**src/rtl/stream_wrr_arbiter.sv**
```systemverilog
// Weighted round-robin merge of NumInp valid/ready streams onto one output stream.
// Latency: zero cycles, the selected input is routed combinationally to the output.
// Backpressure: a stalled beat is locked until accepted; ready goes only to the selected input.
module stream_wrr_arbiter #(
    parameter int unsigned NumInp      = 4,
    parameter int unsigned WeightWidth = 4,
    parameter type         DATA_T      = logic [31:0],
    localparam int unsigned IdxWidth   = $clog2(NumInp)
) (
    input  logic                                clk_i,
    input  logic                                rst_ni,
    input  logic                                flush_i,
    input  logic [NumInp-1:0][WeightWidth-1:0]  weight_i,
    input  DATA_T [NumInp-1:0]                  inp_data_i,
    input  logic [NumInp-1:0]                   inp_valid_i,
    output logic [NumInp-1:0]                   inp_ready_o,
    output DATA_T                               oup_data_o,
    output logic                                oup_valid_o,
    input  logic                                oup_ready_i,
    output logic [IdxWidth-1:0]                 idx_o
);

    if (NumInp < 2) begin : g_num_inp_check
        $error("stream_wrr_arbiter: NumInp must be at least 2");
    end

    logic [IdxWidth-1:0]    ptr_q;
    logic [IdxWidth-1:0]    lock_idx_q;
    logic [WeightWidth-1:0] cnt_q;
    logic                   lock_q;

    logic [IdxWidth-1:0]    sel;
    logic [IdxWidth-1:0]    sel_inc;
    logic [WeightWidth-1:0] w;
    logic [WeightWidth:0]   n;
    logic                   found;
    logic                   hs;
    logic                   stall;
    logic                   turn_done;

    // Index arithmetic modulo NumInp, valid for any NumInp (not only powers of two).
    function automatic logic [IdxWidth-1:0] wrap_add(input logic [IdxWidth-1:0] base,
                                                     input int unsigned off);
        int unsigned s;
        s = {{(32-IdxWidth){1'b0}}, base} + off;
        if (s >= NumInp) s = s - NumInp;
        return s[IdxWidth-1:0];
    endfunction

    always_comb begin
        sel   = ptr_q;
        found = 1'b0;
        if (lock_q) begin
            sel = lock_idx_q;
        end else begin
            for (int unsigned k = 0; k < NumInp; k++) begin
                if (!found && inp_valid_i[wrap_add(ptr_q, k)]) begin
                    sel   = wrap_add(ptr_q, k);
                    found = 1'b1;
                end
            end
        end
    end

    always_comb begin
        oup_valid_o = inp_valid_i[sel];
        oup_data_o  = inp_data_i[sel];
        idx_o       = sel;
        inp_ready_o = '0;
        inp_ready_o[sel] = oup_ready_i;
    end

    // Burst accounting: a beat from anyone other than the pointer owner starts a new turn.
    always_comb begin
        hs        = oup_valid_o & oup_ready_i;
        stall     = oup_valid_o & ~oup_ready_i;
        w         = (weight_i[sel] == '0) ? WeightWidth'(1) : weight_i[sel];
        n         = (sel == ptr_q) ? ({1'b0, cnt_q} + (WeightWidth+1)'(1)) : (WeightWidth+1)'(1);
        turn_done = (n >= {1'b0, w});
        sel_inc   = wrap_add(sel, 32'd1);
    end

    always_ff @(posedge clk_i or negedge rst_ni) begin
        if (!rst_ni) begin
            ptr_q      <= '0;
            cnt_q      <= '0;
            lock_q     <= 1'b0;
            lock_idx_q <= '0;
        end else begin
            if (flush_i) begin
                ptr_q <= '0;
                cnt_q <= '0;
            end else if (hs) begin
                if (turn_done) begin
                    ptr_q <= sel_inc;
                    cnt_q <= '0;
                end else begin
                    ptr_q <= sel;
                    cnt_q <= n[WeightWidth-1:0];
                end
            end
            if (hs) begin
                lock_q <= 1'b0;
            end else if (stall) begin
                lock_q     <= 1'b1;
                lock_idx_q <= sel;
            end
        end
    end

`ifndef SYNTHESIS
    // A locked beat must stay offered, with identical payload, until it is accepted.
    assert property (@(posedge clk_i) disable iff (!rst_ni)
        lock_q |-> inp_valid_i[lock_idx_q])
        else $error("stream_wrr_arbiter: locked input dropped valid before handshake");

    assert property (@(posedge clk_i) disable iff (!rst_ni)
        lock_q |-> (inp_data_i[lock_idx_q] == $past(oup_data_o)))
        else $error("stream_wrr_arbiter: locked data changed before handshake");
`endif

endmodule

```
**config.mk**
```make
export PLATFORM = sky130hd
export DESIGN_NAME = stream_wrr_arbiter
export DESIGN_NICKNAME = d
export VERILOG_FILES = /design/src/rtl/stream_wrr_arbiter.sv
export SDC_FILE = /design/constraint.sdc
export NUM_CORES = 1
export LEC_CHECK = 0
export BUFFER_PORTS_ARGS = -buffer_cell sky130_fd_sc_hd__clkbuf_2
export CAP_MARGIN = 20
export CORE_UTILIZATION = 41
export CTS_BUF_LIST = sky130_fd_sc_hd__clkbuf_4 sky130_fd_sc_hd__clkbuf_8 sky130_fd_sc_hd__clkbuf_16
export DETAILED_ROUTE_END_ITERATION = 7
export PLACE_DENSITY = 0.86
export SETUP_SLACK_MARGIN = 0.1
export SYNTH_ARGS = -nofsm -noshare
export SYNTH_HDL_FRONTEND = slang
export SYNTH_SLANG_ARGS = --single-unit
export TNS_END_PERCENT = 1
```
**constraint.sdc**
```tcl
create_clock -name clk_i -period 8.7 [get_ports clk_i]
set_input_delay 0.87 -clock clk_i [delete_from_list [all_inputs] [get_ports clk_i]]
set_output_delay 0.87 -clock clk_i [all_outputs]
set_load 0.005 [all_outputs]
```
== Word level (Yosys, flattened, before mapping) ==
Cells that the tools add are included.
Storage, ports and cells
  output and inout bits: 39
  word-level logic and storage cells: 89
  flip-flop bits (word level): 9
  bits of input ports: 152
Operators by class
  $lt $le $gt $ge: 12
  bitwise logic cells: 5
  reduce and logical (&&, ||, !) cells: 11
  $add $sub $neg: 10
  equality and inequality tests: 1
  muxes and demuxes: 46
Operators with widths (number)
  32-bit binary-select mux with 2-bit select: 1
  2-bit 2-to-1 mux: 17
  32-bit 2-to-1 mux: 1
  4-bit 2-to-1 mux: 5
  2-bit by 3-bit less-than comparator with 1-bit output (second input constant): 5
  1-bit 2-to-1 mux: 14
  3-bit >= comparator (second input constant): 4
  1-bit binary-select mux with 2-bit select: 5
  2-bit by 1-bit subtractor with 2-bit output (second input constant): 5
  4-bit binary-select mux with 2-bit select: 1
  2-bit by 1-bit adder with 3-bit output (second input constant): 2
  2-bit by 2-bit adder with 3-bit output (second input constant): 2
  4-bit by 1-bit adder with 5-bit output (second input constant): 1
  5-bit by 4-bit >= comparator with 1-bit output: 1
  5-bit 2-to-1 mux: 1
  4-bit AND: 1
  1-bit logical AND: 4
  4-bit logical NOT: 1
  2-bit nonzero test: 2
  2-bit by 3-bit >= comparator with 1-bit output (second input constant): 1
  1-bit logical NOT: 3
  1-bit AND: 2
  1-bit demux with 2-bit select: 1
  2-bit == test: 1
  3 further kinds: 4

== Logic depth before layout (Yosys ltp) ==
Gate-level depths: netlist of the first run.
  depth after elaboration: 27
  depth in mapped cells: 16
  gate-level depth less buffers: 15

== Least setup slack after synthesis of the first run ==
No wires, ideal clock.
  path kind: in2reg
  from: input port inp_valid_i[1]
  to: register ptr_q[1]
  arrival: 3.671 ns
  setup slack: 4.919 ns
  stages on the path: 14
  path buffers: 0
  required time: 8.590 ns
  library setup time: 0.110 ns
  cell sequence: or2_2 -> a21oi_1 -> o41ai_4 -> inv_2 -> mux4_2 -> clkinv_1 -> a31o_1 -> ha_1 -> nand2b_1 -> a21oi_1 -> o21ai_0 -> a31oi_1 -> mux2i_1 -> o41ai_1
On the way
  cells in the longest elaborated chain, start to end: 24
  elaborated cells between the ends (all ways): 43
  classes of those cells: add/sub: 2; order compare: 2; eq/ne: 1; mux: 29; bitwise: 1; reduce/logical: 8
Ends and longest elaborated chain
  from (decl): RTL line 15  | input logic [NumInp-1:0] inp_valid_i,
  1-bit binary-select mux with 2-bit select: RTL line 57  | if (!found && inp_valid_i[wrap_add(ptr_q, k)]) begin
  1-bit 2-to-1 mux (implied by the code): RTL line 57
  1-bit 2-to-1 mux: RTL line 57
  1-bit 2-to-1 mux: RTL line 53  | if (lock_q) begin
  1-bit logical NOT: RTL line 57
  1-bit logical AND: RTL line 57
  1-bit 2-to-1 mux: RTL line 57
  1-bit 2-to-1 mux: RTL line 53
  (+8 left out)
  4-bit binary-select mux with 2-bit select: RTL line 77  | w = (weight_i[sel] == '0) ? WeightWidth'(1) : weight_i[sel];
  4-bit 2-to-1 mux (implied by the code): RTL line 77
  4-bit logical NOT: RTL line 77
  4-bit 2-to-1 mux: RTL line 77
  5-bit by 4-bit >= comparator with 1-bit output: RTL line 79  | turn_done = (n >= {1'b0, w});
  2-bit 2-to-1 mux: RTL line 94  | if (turn_done) begin
  2-bit 2-to-1 mux: RTL line 93  | end else if (hs) begin
  2-bit 2-to-1 mux: RTL line 90  | if (flush_i) begin
  to (signal assigned): RTL line 95  | ptr_q <= sel_inc;
  to (signal assigned): RTL line 98  | ptr_q <= sel;
  to (decl): RTL line 27  | logic [IdxWidth-1:0] ptr_q;
Several ways; a longest one is shown, not always the timed one. The select of a mux whose other input is x is not followed.
A chain may end at the register's enable or synchronous reset.

== Worst setup path in the final report of the first run ==
  from: input port inp_valid_i[3]
  to: register ptr_q[1]
Same word-level chain as after synthesis.

==> results of run 1 <==
[worst max path at each step]
stage	start	end	slack [ns]	depth (start not counted)
5_1_grt	inp_valid_i[3]	ptr_q[0]$_DFFE_PN0P_	4.04	17
3_5_place_dp	inp_valid_i[3]	ptr_q[1]$_DFFE_PN0P_	4.12	17
3_3_place_gp	inp_valid_i[1]	ptr_q[1]$_DFFE_PN0P_	4.24	17
4_1_cts	inp_valid_i[3]	ptr_q[1]$_DFFE_PN0P_	4.33	17
6_report	inp_valid_i[3]	ptr_q[1]$_DFFE_PN0P_	4.36	17
2_1_floorplan	inp_valid_i[1]	ptr_q[1]$_DFFE_PN0P_	4.92	14
[critical path, stage by stage]
cell	delay, ns
sky130_fd_sc_hd__clkbuf_2	0.13
sky130_fd_sc_hd__nand2b_1	0.21
sky130_fd_sc_hd__a21boi_1	0.38
sky130_fd_sc_hd__o41ai_4	0.14
sky130_fd_sc_hd__inv_2	0.24
sky130_fd_sc_hd__buf_4	0.53
sky130_fd_sc_hd__nand2_1	0.09
sky130_fd_sc_hd__and3_1	0.17
sky130_fd_sc_hd__a31oi_1	0.15
sky130_fd_sc_hd__a31o_1	0.13
sky130_fd_sc_hd__ha_1	0.21
sky130_fd_sc_hd__nand2b_1	0.14
sky130_fd_sc_hd__a21oi_1	0.17
sky130_fd_sc_hd__o21ai_0	0.14
sky130_fd_sc_hd__a31oi_1	0.37
sky130_fd_sc_hd__mux2i_1	0.13
sky130_fd_sc_hd__o41ai_1	0.24
[logic make-up after synthesis]
logic type                 count (synthesis)
adders and majority gates                  9
DFF                                        9
AOI/OAI and AO/OA                         75
xor gates and xnor gates                   2
muxes                                      5
buffers and inverters                     33
and+or+nand+nor                          217
[sequential cells by signal, summed over array words and instances, names as in the netlist]
signal and flops:
lock_q 1, ptr_q 2, cnt_q 4, lock_idx_q 2
[layout make-up]
| type | instances | area (um^2) |
|---|---|---|
| multi-input cells | 308 | 1740 |
| fillers | 460 | 1710 |
| repair buffers | 193 | 973 |
| flip-flops and latches | 9 | 225 |
| well taps | 67 | 83.8 |
| clock buffers | 3 | 41.3 |
| inverters | 9 | 33.8 |
| clock inverters | 1 | 5.00 |
[where the power goes]
part | total [uW] | switching [uW] | internal (uW)
Clock | 49.2 | 17.8 | 31.3
Sequential | 74.4 | 20.1 | 54.3
Combinational | 807 | 477 | 331
[through the flow]
step | worst slack, ns | power (uW) | hold slack (ns)
global route | 4.04 | 1020 | 0.503
CTS | 4.33 | 934 | 0.495
finish | 4.36 | 931 | 0.481
global placement | 4.24 | 870 | 0.510
detailed placement | 4.12 | 882 | 0.513
floorplan | 4.92 | 597 | 0.476
[cells in the final DEF, fill, tap and decap left out, types with 2 or more instances in the layout]
cell type,n
sky130_fd_sc_hd__clkbuf_2,190
sky130_fd_sc_hd__nand2_1,139
sky130_fd_sc_hd__and3_1,36
sky130_fd_sc_hd__a31oi_1,34
sky130_fd_sc_hd__a21oi_1,9
sky130_fd_sc_hd__nor2_1,9
sky130_fd_sc_hd__ha_1,9
sky130_fd_sc_hd__dfrtp_1,9
sky130_fd_sc_hd__o21ai_0,8
sky130_fd_sc_hd__nand3_1,6
sky130_fd_sc_hd__and2_1,6
sky130_fd_sc_hd__nand2b_1,5
sky130_fd_sc_hd__inv_1,5
sky130_fd_sc_hd__nor2b_1,4
sky130_fd_sc_hd__clkinv_1,3
sky130_fd_sc_hd__clkbuf_8,3
sky130_fd_sc_hd__buf_4,3
sky130_fd_sc_hd__or2_2,2
sky130_fd_sc_hd__mux4_2,2
sky130_fd_sc_hd__a31o_2,2
sky130_fd_sc_hd__o31ai_1,2
sky130_fd_sc_hd__xnor2_1,2
sky130_fd_sc_hd__o41ai_1,2
sky130_fd_sc_hd__nor2_4,2
sky130_fd_sc_hd__nand4_1,2
sky130_fd_sc_hd__mux2_1,2
[routing by layer]
metal | wire length (um) | part of all wire [%] | vias up
met5 | 0 | 0 | -
met3 | 515 | 6.4 | 12
met2 | 4170 | 52 | 128
li1 | - | - | 1571
met4 | 181 | 2.2 | 0
met1 | 3220 | 40 | 1381
==> results_tabular.tex, run 1 <==
\begin{tabular}{lr}
\hline
Metric & Value \\
\hline
\multicolumn{2}{l}{\textbf{Floorplanning}} \\
\quad Area of the die & 5400 um\^{}2 \\
\quad Core ar. & 4820 um\^{}2 \\
\quad Boundary Pins & 191 \\
\quad Floorplan die height & 73.5 um \\
\quad Die boundary width & 73.5 um \\
\quad Initial Util & 43.5\% \\
\quad Row count & 25 \\
\multicolumn{2}{l}{\textbf{Global routing}} \\
\quad GRT Overall Usage & 27.4\% \\
\quad GR Util met1 & 33.2\% \\
\quad Busiest metal layer after global routing & met2 \\
\quad Met2 Track Usage GR & 50.1\% \\
\quad Wire length of the first global-routing pass & 11,700 um \\
\quad Overall overflow remaining after global route & 0 \\
\quad Number of antenna violations at the first check in global routing & 0 \\
\quad Met3 Resource Use GR & 2.88\% \\
\quad Via count of the first global-routing pass & 2,625 \\
\quad Pin count of the biggest net entering global routing & 73 \\
\multicolumn{2}{l}{\textbf{Timing}} \\
\quad Count of endpoints failing hold in the final timing report & 0 \\
\quad Final clock period utilization by the worst path & 49.9\% \\
\quad Final count of negative-setup-slack endpoints & 0 \\
\quad F\_max & 230 MHz \\
\quad Worst max-slew margin expressed relative to the limit & 36.4\% \\
\quad Layout Skew & 0.00392 ns \\
\quad Setup repair after global routing missed its margin & false \\
\quad Sum of negative setup slack & 0 ns \\
\quad Final Max Slew Viols & 0 \\
\quad Minimum clock period & 4.34 ns \\
\quad Actual slew at the worst max-slew pin & 0.948 ns \\
\multicolumn{2}{l}{\textbf{Routing}} \\
\quad Initial DRC count & 191 \\
\quad Antenna violation net count after detailed routing & 0 \\
\quad Post-detailed-route via-to-cell ratio & 5.24 \\
\quad Count of TritonRoute iterations in the first routing pass & 4 \\
\quad Detailed-route via count & 3,092 \\
\quad Total Routed Length & 8080 um \\
\quad Number of remaining DRC errors & 0 \\
\quad Mean routed wirelength per cell & 13.7 um \\
\multicolumn{2}{l}{\textbf{Synthesis}} \\
\quad Multiplexer fraction of the synthesized cell area & 3.70\% \\
\quad Post-Synth Simple-Gate Area & 47.5\% \\
\quad Gate Count Post-Synth & 350 \\
\quad Share of Yosys cell area claimed by the top area cell type & 24.9\% \\
\quad Synthesized-area fraction occupied by adder cells & 5.37\% \\
\quad Syn Nets & 511 \\
\quad Post-synthesis instance area & 2100 um\^{}2 \\
\quad Total of flip-flops plus latches after synthesis & 9 \\
\quad Post-Syn Area per Cell & 5.99 um\^{}2 \\
\quad Compound-gate portion of the synthesized area & 25.7\% \\
\quad Library cell with the largest summed area after synthesis & sky130\_fd\_sc\_hd\_\_nand2\_1 \\
\quad Combinational family with the most area after synthesis & simple AND/OR/NAND/NOR gates \\
\quad Most common cell in the synthesized netlist & sky130\_fd\_sc\_hd\_\_nand2\_1 \\
\quad Share of synthesized flip-flops with an asynchronous set or reset & 100\% \\
\quad Fraction of synthesized cell area in xor and xnor cells & 0.836\% \\
\quad Synth cell count leaders & sky130\_fd\_sc\_hd\_\_nand2\_1, sky130\_fd\_sc\_hd\_\_and3\_1, sky130\_fd\_sc\_hd\_\_a31oi\_1 \\
\quad Number of distinct library cell variants in the gate-level netlist after synthesis & 52 \\
\quad Predominant post-synthesis flop cell & sky130\_fd\_sc\_hd\_\_dfrtp\_1 \\
\quad Sequential fraction of the synthesis area & 10.7\% \\
\quad Yosys warns & 0 \\
\quad Number of enable-type register cells in the synthesized netlist & 0 \\
\quad Cell types with the largest area share after synthesis & sky130\_fd\_sc\_hd\_\_nand2\_1, sky130\_fd\_sc\_hd\_\_and3\_1, sky130\_fd\_sc\_hd\_\_dfrtp\_1, sky130\_fd\_sc\_hd\_\_a31oi\_1, sky130\_fd\_sc\_hd\_\_ha\_1 \\
\multicolumn{2}{l}{\textbf{Setup path}} \\
\quad Worst R2R Path Depth & 15 \\
\quad Critical register-to-register path endpoint & ptr\_q[1]\$\_DFFE\_PN0P\_ \\
\quad Highest net fanout along the worst path & 60 \\
\quad Sort of element at the start of the critical path & primary input \\
\quad Category of the worst setup path capture point & register \\
\quad Start of the worst register-to-register path & ptr\_q[1]\$\_DFFE\_PN0P\_ \\
\quad CP Data Arrival Time & 4.47 ns \\
\quad Register-to-register setup slack & 4.71 ns \\
\quad Required time of the critical path & 8.83 ns \\
\quad Critical setup path kind & primary input to register \\
\multicolumn{2}{l}{\textbf{Place}} \\
\quad Hpwl dp & 6440 um \\
\quad Cells after DPL & 586 \\
\quad Final RePlAce weighted congestion & 0.945 \\
\quad Port buffer count & 190 \\
\quad Area after DPL & 3060 um\^{}2 \\
\multicolumn{2}{l}{\textbf{Clocking}} \\
\quad Clock tree from TritonCTS & done \\
\quad Count of hold-fix buffers inserted at cts & 0 \\
\quad Maximum root-to-sink buffer count & 2 \\
\quad Clock buffer count from CTS & 3 \\
\quad CTS HTree Levels & 1 \\
\quad CTS Root Cell & sky130\_fd\_sc\_hd\_\_clkbuf\_8 \\
\quad Sink count of the clock tree & 9 \\
\quad Clock transition at the registers of the reported paths & 0.05 ns \\
\quad Number of gates resized after cts & 0 \\
\quad Skew-Pair Late Insertion Delay & 0.24 ns \\
\quad Setup Fix Bufs, Post-CTS & 0 \\
\multicolumn{2}{l}{\textbf{Finish}} \\
\quad Number of nets in the final layout & 685 \\
\quad Layout cells sized above 1 & 40.9\% \\
\quad Post-route cell area & 3110 um\^{}2 \\
\quad Antenna diodes & 0 \\
\quad Growth of design area from synthesis to finish & 48.2\% \\
\quad Non-filler instance count after layout & 590 \\
\quad Final cell utilization of the core & 64.5\% \\
\multicolumn{2}{l}{\textbf{Pwr}} \\
\quad Worst vdd rail ir drop & 209 uV \\
\quad Static power due to leakage & 0.00182 uW \\
\quad Power per unit of standard cell area & 300 nW/um\^{}2 \\
\multicolumn{2}{l}{\textbf{Flow run}} \\
\quad \# Max-Cap Violations & 0 \\
\multicolumn{2}{l}{\textbf{Outcome}} \\
\quad Status & complete, no violations \\
\multicolumn{2}{l}{\textbf{Hold path}} \\
\quad Min-Delay Path Class & primary input to asynchronous set/reset pin \\
\hline
\end{tabular}
Note: power is estimated with default switching activity, not from simulation.
==> inputs of run 2 (changes only) <==
--- a/config.mk
+++ b/config.mk
@@ -7,10 +7,11 @@
 export LEC_CHECK = 0
 export BUFFER_PORTS_ARGS = -buffer_cell sky130_fd_sc_hd__clkbuf_2
 export CAP_MARGIN = 20
-export CORE_UTILIZATION = 41
+export CORE_ASPECT_RATIO = 1.1
+export CORE_UTILIZATION = 35
 export CTS_BUF_LIST = sky130_fd_sc_hd__clkbuf_4 sky130_fd_sc_hd__clkbuf_8 sky130_fd_sc_hd__clkbuf_16
 export DETAILED_ROUTE_END_ITERATION = 7
-export PLACE_DENSITY = 0.86
+export PLACE_DENSITY = 0.78
 export SETUP_SLACK_MARGIN = 0.1
 export SYNTH_ARGS = -nofsm -noshare
 export SYNTH_HDL_FRONTEND = slang
==> constraint.sdc (replaced) <==
create_clock -name clk_i -period 3.9 [get_ports clk_i]
set_input_delay 0.39 -clock clk_i [delete_from_list [all_inputs] [get_ports clk_i]]
set_output_delay 0.39 -clock clk_i [all_outputs]
set_load 0.005 [all_outputs]
==> run 2 against run 1 <==
  * Via count fell by 0.45%
  * Final area rose by 1.4%
  * Register-to-register slack got worse by 4.4 ns
  * Critical path depth fell by 3
  * Clock skew rose by 0.00072 ns
  * Global-route usage fell by 2.6 points
  * Sequential share of layout area fell by 0.10 points
  * Core utilization fell by 9.9 points
  * Non-clock buffer count rose by 3
  * Clock power rose by 140%
  * Sequential power rose by 120%
  * First-iteration DRC count fell by 30%
  * Largest power group unchanged
  * Highest routed layer unchanged
==> results_tabular.tex, run 2 (synthesized netlist as in run 1, its figures left out) <==
\begin{tabular}{lr}
\hline
Metric & Value \\
\hline
\multicolumn{2}{l}{\textbf{Floorplanning}} \\
\quad Boundary Pins & 191 \\
\quad Initial Util & 36.3\% \\
\quad Area of the die & 6300 um\^{}2 \\
\quad Row count & 29 \\
\quad Floorplan die height & 83.2 um \\
\quad Core ar. & 5770 um\^{}2 \\
\quad Die boundary width & 75.8 um \\
\multicolumn{2}{l}{\textbf{Setup path}} \\
\quad Cell with the largest stage delay on the worst path & sky130\_fd\_sc\_hd\_\_dfrtp\_1 \\
\quad Slowest stage delay, CP & 0.51 ns \\
\quad Cells traversed along the worst timing path & nand2b\_1 > a21oi\_1 > o41ai\_4 > inv\_2 > mux4\_2 > clkinv\_1 > a31o\_1 > ha\_1 > nand2b\_1 > a21oi\_1 > o21ai\_0 > a31oi\_2 > mux2i\_1 > o41ai\_1 \\
\quad Category of the worst setup path capture point & register \\
\quad Required time of the critical path & 4.03 ns \\
\quad Critical setup path kind & register to register \\
\quad CP Data Arrival Time & 3.68 ns \\
\quad Sort of element at the start of the critical path & register \\
\quad Highest net fanout along the worst path & 11 \\
\multicolumn{2}{l}{\textbf{Timing}} \\
\quad Final clock period utilization by the worst path & 90.9\% \\
\quad F\_max & 282 MHz \\
\quad Actual slew at the worst max-slew pin & 0.684 ns \\
\quad Setup repair after global routing missed its margin & false \\
\quad Count of endpoints failing hold in the final timing report & 0 \\
\quad Worst max-slew margin expressed relative to the limit & 54.4\% \\
\quad Sum of negative setup slack & 0 ns \\
\quad Final Max Slew Viols & 0 \\
\quad Layout Skew & 0.00464 ns \\
\quad Final count of negative-setup-slack endpoints & 0 \\
\quad Hold slack & 0.00116 ns \\
\quad Minimum clock period & 3.55 ns \\
\multicolumn{2}{l}{\textbf{Routing}} \\
\quad Total Routed Length & 7690 um \\
\quad Uppermost metal layer occupied by signal nets & met4 \\
\quad Met2 routed wirelength & 3810 um \\
\quad Amount of wire on met3 after detailed routing & 448 um \\
\quad Detailed-route via count & 3,078 \\
\quad Initial DRC count & 133 \\
\quad Count of TritonRoute iterations in the first routing pass & 5 \\
\quad Antenna violation net count after detailed routing & 0 \\
\quad M1 WL & 3310 um \\
\quad Mean routed wirelength per cell & 12.8 um \\
\quad Number of remaining DRC errors & 0 \\
\quad Post-detailed-route via-to-cell ratio & 5.10 \\
\multicolumn{2}{l}{\textbf{Pwr}} \\
\quad Net switching component of the power & 1140 uW \\
\quad Relative contribution of combinational cells to total power & 86.4\% \\
\quad Fraction of power consumed by sequential logic & 7.9\% \\
\quad Internal Power & 964 uW \\
\quad Power per unit of standard cell area & 669 nW/um\^{}2 \\
\quad Worst vdd rail ir drop & 526 uV \\
\quad Relative contribution of the clock network to total power & 5.7\% \\
\quad Final Power & 2110 uW \\
\quad Sw Share & 54.3\% \\
\quad Static power due to leakage & 0.00183 uW \\
\multicolumn{2}{l}{\textbf{Finish}} \\
\quad Largest Register & cnt\_q \\
\quad Commonest non-fill, non-tap cells in the layout & sky130\_fd\_sc\_hd\_\_clkbuf\_2, sky130\_fd\_sc\_hd\_\_nand2\_1, sky130\_fd\_sc\_hd\_\_and3\_1 \\
\quad Largest registers ranked by flip-flop count & cnt\_q x4, lock\_idx\_q x2, ptr\_q x2 \\
\quad Most common cell after layout, fill and taps aside & sky130\_fd\_sc\_hd\_\_clkbuf\_2 \\
\quad Layout cells sized above 1 & 41.4\% \\
\quad Growth of design area from synthesis to finish & 50.3\% \\
\quad Final cell utilization of the core & 54.6\% \\
\quad Number of flip-flops under the largest register name & 4 \\
\quad Filler Cell Count & 551 \\
\quad Antenna diodes & 0 \\
\quad Number of nets in the final layout & 688 \\
\multicolumn{2}{l}{\textbf{Clocking}} \\
\quad Skew-Pair Late Insertion Delay & 0.24 ns \\
\quad Clock transition at the registers of the reported paths & 0.05 ns \\
\quad CTS Root Cell & sky130\_fd\_sc\_hd\_\_clkbuf\_8 \\
\quad Clock buffer count from CTS & 3 \\
\quad CTS HTree Levels & 1 \\
\quad Maximum root-to-sink buffer count & 2 \\
\quad Sink count of the clock tree & 9 \\
\quad Clock tree from TritonCTS & done \\
\multicolumn{2}{l}{\textbf{Global routing}} \\
\quad Pin count of the biggest net entering global routing & 69 \\
\quad Number of antenna violations at the first check in global routing & 0 \\
\quad Via count of the first global-routing pass & 2,936 \\
\quad Wire length of the first global-routing pass & 12,500 um \\
\quad Overall overflow remaining after global route & 0 \\
\quad GRT Overall Usage & 24.7\% \\
\multicolumn{2}{l}{\textbf{Place}} \\
\quad Port buffer count & 190 \\
\quad Final RePlAce weighted congestion & 0.896 \\
\quad Hpwl dp & 6080 um \\
\multicolumn{2}{l}{\textbf{Outcome}} \\
\quad Status & complete, no violations \\
\multicolumn{2}{l}{\textbf{Flow run}} \\
\quad \# Max-Cap Violations & 0 \\
\multicolumn{2}{l}{\textbf{Hold path}} \\
\quad Min-Delay Path Class & primary input to asynchronous set/reset pin \\
\hline
\end{tabular}
run 2: cell types whose count changed in the layout (fill, tap and decap cells not counted), sizes merged:
| cell | delta |
|---|---|
| buf | +3 |
| clkinv | -1 |
| clkbuf | +1 |
run 2: stage by stage:
stage / cells / area [um^2] / worst slack (ns)
floorplan: 350 / 2100 / 0.578
global placement: 599 / 3090 / 0.372
detailed placement: 599 / 3090 / 0.244
CTS: 603 / 3140 / 0.286
global route: 603 / 3150 / 0.128
finish: 603 / 3150 / 0.355
run 2: path summary, 6_finish.rpt:
kind | start | endpoint | slack [ns] | depth (start not counted)
min in group clk_i | flush_i | cnt_q[3]$_DFFE_PN0P_ | 0.45 | 2
setup reg to reg | ptr_q[1]$_DFFE_PN0P_ | ptr_q[1]$_DFFE_PN0P_ | 0.35 | 14
hold reg to reg | lock_idx_q[0]$_DFFE_PN0P_ | lock_idx_q[0]$_DFFE_PN0P_ | 0.53 | 1
setup / recovery | ptr_q[1]$_DFFE_PN0P_ | ptr_q[1]$_DFFE_PN0P_ | 0.35 | 14
max in group asynchronous | rst_ni | lock_idx_q[0]$_DFFE_PN0P_ | 3.69 | 1
hold / removal | rst_ni | lock_q$_DFFE_PN0P_ | 0.001 | 1
run 2: final cells by class:
class,count,area (um^2),area share [%]
well taps,77,96.3,3.06
clock buffers,4,48.8,1.55
inverters,9,33.8,1.07
flip-flops and latches,9,225,7.15
multi-input cells,308,1750,55.5
repair buffers,196,996,31.6
run 2: power groups by stage:
stage | Sequential (uW) | Clock [uW] | Combinational, uW
finish | 167 | 120 | 1820
global route | 170 | 127 | 2030
floorplan | 138 | 0 | 1190
detailed placement | 165 | 0 | 1810
global placement | 163 | 0 | 1770
CTS | 164 | 121 | 1820
run 2: routing by layer:
layer	vias to the layer above	GRT usage, %
met1	1353	30.1
met5	-	0
li1	1576	-
met2	136	43.5
met4	0	6.73
met3	13	4.00
run 2: repair_timing:
item	4_1_cts	5_1_grt
buffers inserted	0	0
resized for setup	0	1
setup endpoints to repair	0	2
hold buffers	0	0
run 2: worst max-delay path, delay by kind of cell, from the launching register on:
kind                       cells  cell delay (ns)
AOI/OAI and AO/OA              7             1.59
DFF                            1             0.51
muxes                          2             0.49
buffers and inverters          2             0.24
and+or+nand+nor                2             0.34
adders and majority gates      1             0.27
==> inputs of run 3 (changes only) <==
--- a/config.mk
+++ b/config.mk
@@ -8,6 +8,7 @@
 export BUFFER_PORTS_ARGS = -buffer_cell sky130_fd_sc_hd__clkbuf_2
 export CAP_MARGIN = 20
 export CORE_ASPECT_RATIO = 1.1
+export CORE_MARGIN = 3
 export CORE_UTILIZATION = 35
 export CTS_BUF_LIST = sky130_fd_sc_hd__clkbuf_4 sky130_fd_sc_hd__clkbuf_8 sky130_fd_sc_hd__clkbuf_16
 export DETAILED_ROUTE_END_ITERATION = 7
==> run 3 against run 2 <==
  * Power fell by 0.56%
  * Setup slack improved by 0.068 ns
  * Highest routed layer unchanged
  * Routed wire length rose by 7.3%
  * Largest power group unchanged
  * Core utilization rose by 1.9 points
  * Critical path type unchanged
  * Largest cell class unchanged
==> results_tabular.tex, run 3 (synthesized netlist as in run 1, its figures left out) <==
\begin{tabular}{lr}
\hline
Metric & Value \\
\hline
\multicolumn{2}{l}{\textbf{Outcome}} \\
\quad Status & complete, no violations \\
\multicolumn{2}{l}{\textbf{Floorplanning}} \\
\quad Die boundary width & 79.8 um \\
\quad Area of the die & 6950 um\^{}2 \\
\quad Initial Util & 37.6\% \\
\quad Boundary Pins & 191 \\
\quad Floorplan die height & 87.2 um \\
\quad Row count & 28 \\
\quad Core ar. & 5570 um\^{}2 \\
\multicolumn{2}{l}{\textbf{Clocking}} \\
\quad Skew-Pair Late Insertion Delay & 0.23 ns \\
\quad Clock transition at the registers of the reported paths & 0.05 ns \\
\quad Count of hold-fix buffers inserted at cts & 0 \\
\quad CTS HTree Levels & 1 \\
\quad Number of gates resized after cts & 0 \\
\quad Setup Fix Bufs, Post-CTS & 0 \\
\quad Clock buffer count from CTS & 3 \\
\quad Clock tree from TritonCTS & done \\
\quad CTS Root Cell & sky130\_fd\_sc\_hd\_\_clkbuf\_8 \\
\quad Maximum root-to-sink buffer count & 2 \\
\quad Sink count of the clock tree & 9 \\
\multicolumn{2}{l}{\textbf{Finish}} \\
\quad Number of flip-flops under the largest register name & 4 \\
\quad Commonest non-fill, non-tap cells in the layout & sky130\_fd\_sc\_hd\_\_clkbuf\_2, sky130\_fd\_sc\_hd\_\_nand2\_1, sky130\_fd\_sc\_hd\_\_and3\_1 \\
\quad Antenna diodes & 0 \\
\quad Most common cell after layout, fill and taps aside & sky130\_fd\_sc\_hd\_\_clkbuf\_2 \\
\quad Final cell utilization of the core & 56.5\% \\
\quad Number of nets in the final layout & 689 \\
\quad Post-route cell area & 3150 um\^{}2 \\
\quad Layout cells sized above 1 & 41.4\% \\
\quad Largest registers ranked by flip-flop count & cnt\_q x4, lock\_idx\_q x2, ptr\_q x2 \\
\quad Growth of design area from synthesis to finish & 50.2\% \\
\quad Largest Register & cnt\_q \\
\multicolumn{2}{l}{\textbf{Timing}} \\
\quad Final clock period utilization by the worst path & 89.2\% \\
\quad Setup repair after global routing missed its margin & false \\
\quad Minimum clock period & 3.48 ns \\
\quad Actual slew at the worst max-slew pin & 0.672 ns \\
\quad Worst max-slew margin expressed relative to the limit & 55.2\% \\
\quad Final Max Slew Viols & 0 \\
\quad Hold slack & 0.0107 ns \\
\quad Min setup slack post-route & 0.423 ns \\
\quad Count of endpoints failing hold in the final timing report & 0 \\
\quad Final count of negative-setup-slack endpoints & 0 \\
\quad Sum of negative setup slack & 0 ns \\
\quad Layout Skew & 0.00270 ns \\
\quad F\_max & 288 MHz \\
\multicolumn{2}{l}{\textbf{Routing}} \\
\quad Number of remaining DRC errors & 0 \\
\quad Antenna violation net count after detailed routing & 0 \\
\quad Count of TritonRoute iterations in the first routing pass & 4 \\
\quad Initial DRC count & 136 \\
\quad Mean routed wirelength per cell & 13.7 um \\
\quad Total Routed Length & 8260 um \\
\quad Post-detailed-route via-to-cell ratio & 5.04 \\
\quad Detailed-route via count & 3,037 \\
\multicolumn{2}{l}{\textbf{Setup path}} \\
\quad Cell with the largest stage delay on the worst path & sky130\_fd\_sc\_hd\_\_dfrtp\_1 \\
\quad Worst R2R Path Depth & 14 \\
\quad Cells traversed along the worst timing path & nand2b\_1 > a21oi\_1 > o41ai\_4 > inv\_2 > mux4\_2 > clkinv\_1 > a31o\_1 > ha\_1 > nand2b\_1 > a21oi\_1 > o21ai\_0 > a31oi\_1 > mux2i\_1 > o41ai\_1 \\
\quad Required time of the critical path & 4.02 ns \\
\quad Critical register-to-register path endpoint & ptr\_q[1]\$\_DFFE\_PN0P\_ \\
\quad CP Data Arrival Time & 3.60 ns \\
\quad Category of the worst setup path capture point & register \\
\quad Critical setup path kind & register to register \\
\quad Highest net fanout along the worst path & 11 \\
\quad Slowest stage delay, CP & 0.51 ns \\
\quad Start of the worst register-to-register path & ptr\_q[1]\$\_DFFE\_PN0P\_ \\
\quad Register-to-register setup slack & 0.42 ns \\
\quad Sort of element at the start of the critical path & register \\
\multicolumn{2}{l}{\textbf{Global routing}} \\
\quad Via count of the first global-routing pass & 2,925 \\
\quad Overall overflow remaining after global route & 0 \\
\quad Number of antenna violations at the first check in global routing & 0 \\
\quad Wire length of the first global-routing pass & 13,200 um \\
\quad Pin count of the biggest net entering global routing & 69 \\
\quad GRT Overall Usage & 22.9\% \\
\multicolumn{2}{l}{\textbf{Place}} \\
\quad Placement-stage worst setup slack & 0.286 ns \\
\quad Port buffer count & 190 \\
\quad Area after DPL & 3100 um\^{}2 \\
\quad Final RePlAce weighted congestion & 0.893 \\
\quad Hpwl dp & 6720 um \\
\multicolumn{2}{l}{\textbf{Pwr}} \\
\quad Power per unit of standard cell area & 666 nW/um\^{}2 \\
\quad Static power due to leakage & 0.00184 uW \\
\quad Worst vdd rail ir drop & 550 uV \\
\multicolumn{2}{l}{\textbf{Flow run}} \\
\quad \# Max-Cap Violations & 0 \\
\multicolumn{2}{l}{\textbf{Hold path}} \\
\quad Min-Delay Path Class & primary input to asynchronous set/reset pin \\
\hline
\end{tabular}
-- run 3: per-layer routing --
metal	vias to the layer above	part of all wire, %	GRT usage, %
met5	-	0	0
met4	0	0.90	3.38
met3	10	7.0	4.45
met2	115	51	42.5
met1	1337	41	27.8
li1	1575	-	-
-- run 3: critical path: cells and delay by family (launching register included) --
family	cells	cell delay, ns
fa+ha+maj	1	0.26
buf+inv	2	0.23
compound gates	7	1.57
simple gates	2	0.33
flops	1	0.51
mux	2	0.47
-- run 3: stage by stage --
step	total power (uW)	cells
2_1_floorplan	1330	350
3_3_place_gp	1940	598
3_5_place_dp	1990	598
4_1_cts	2110	602
5_1_grt	2330	602
6_report	2100	602
-- run 3: cell type report --
cell class	instances	area [um^2]
inverters	9	33.8
multi-input cells	308	1740
fillers	543	2420
flip-flops and latches	9	225
repair buffers	197	1000
well taps	75	93.8
clock buffers	4	48.8
-- run 3: how the worst max path moves through the flow --
| stage | from | end | slack [ns] |
|---|---|---|---|
| 4_1_cts | ptr_q[1]$_DFFE_PN0P_ | ptr_q[1]$_DFFE_PN0P_ | 0.42 |
| 5_1_grt | ptr_q[0]$_DFFE_PN0P_ | ptr_q[1]$_DFFE_PN0P_ | 0.20 |
| 3_3_place_gp | inp_valid_i[1] | ptr_q[1]$_DFFE_PN0P_ | 0.38 |
| 6_report | ptr_q[1]$_DFFE_PN0P_ | ptr_q[1]$_DFFE_PN0P_ | 0.42 |
| 2_1_floorplan | ptr_q[1]$_DFFE_PN0P_ | ptr_q[1]$_DFFE_PN0P_ | 0.58 |
| 3_5_place_dp | inp_valid_i[1] | ptr_q[1]$_DFFE_PN0P_ | 0.29 |
-- run 3: power breakdown --
| part | switching, uW | internal (uW) |
|---|---|---|
| sequential | 44.0 | 121 |
| combinational | 1050 | 769 |
| clock | 38.0 | 78.3 |
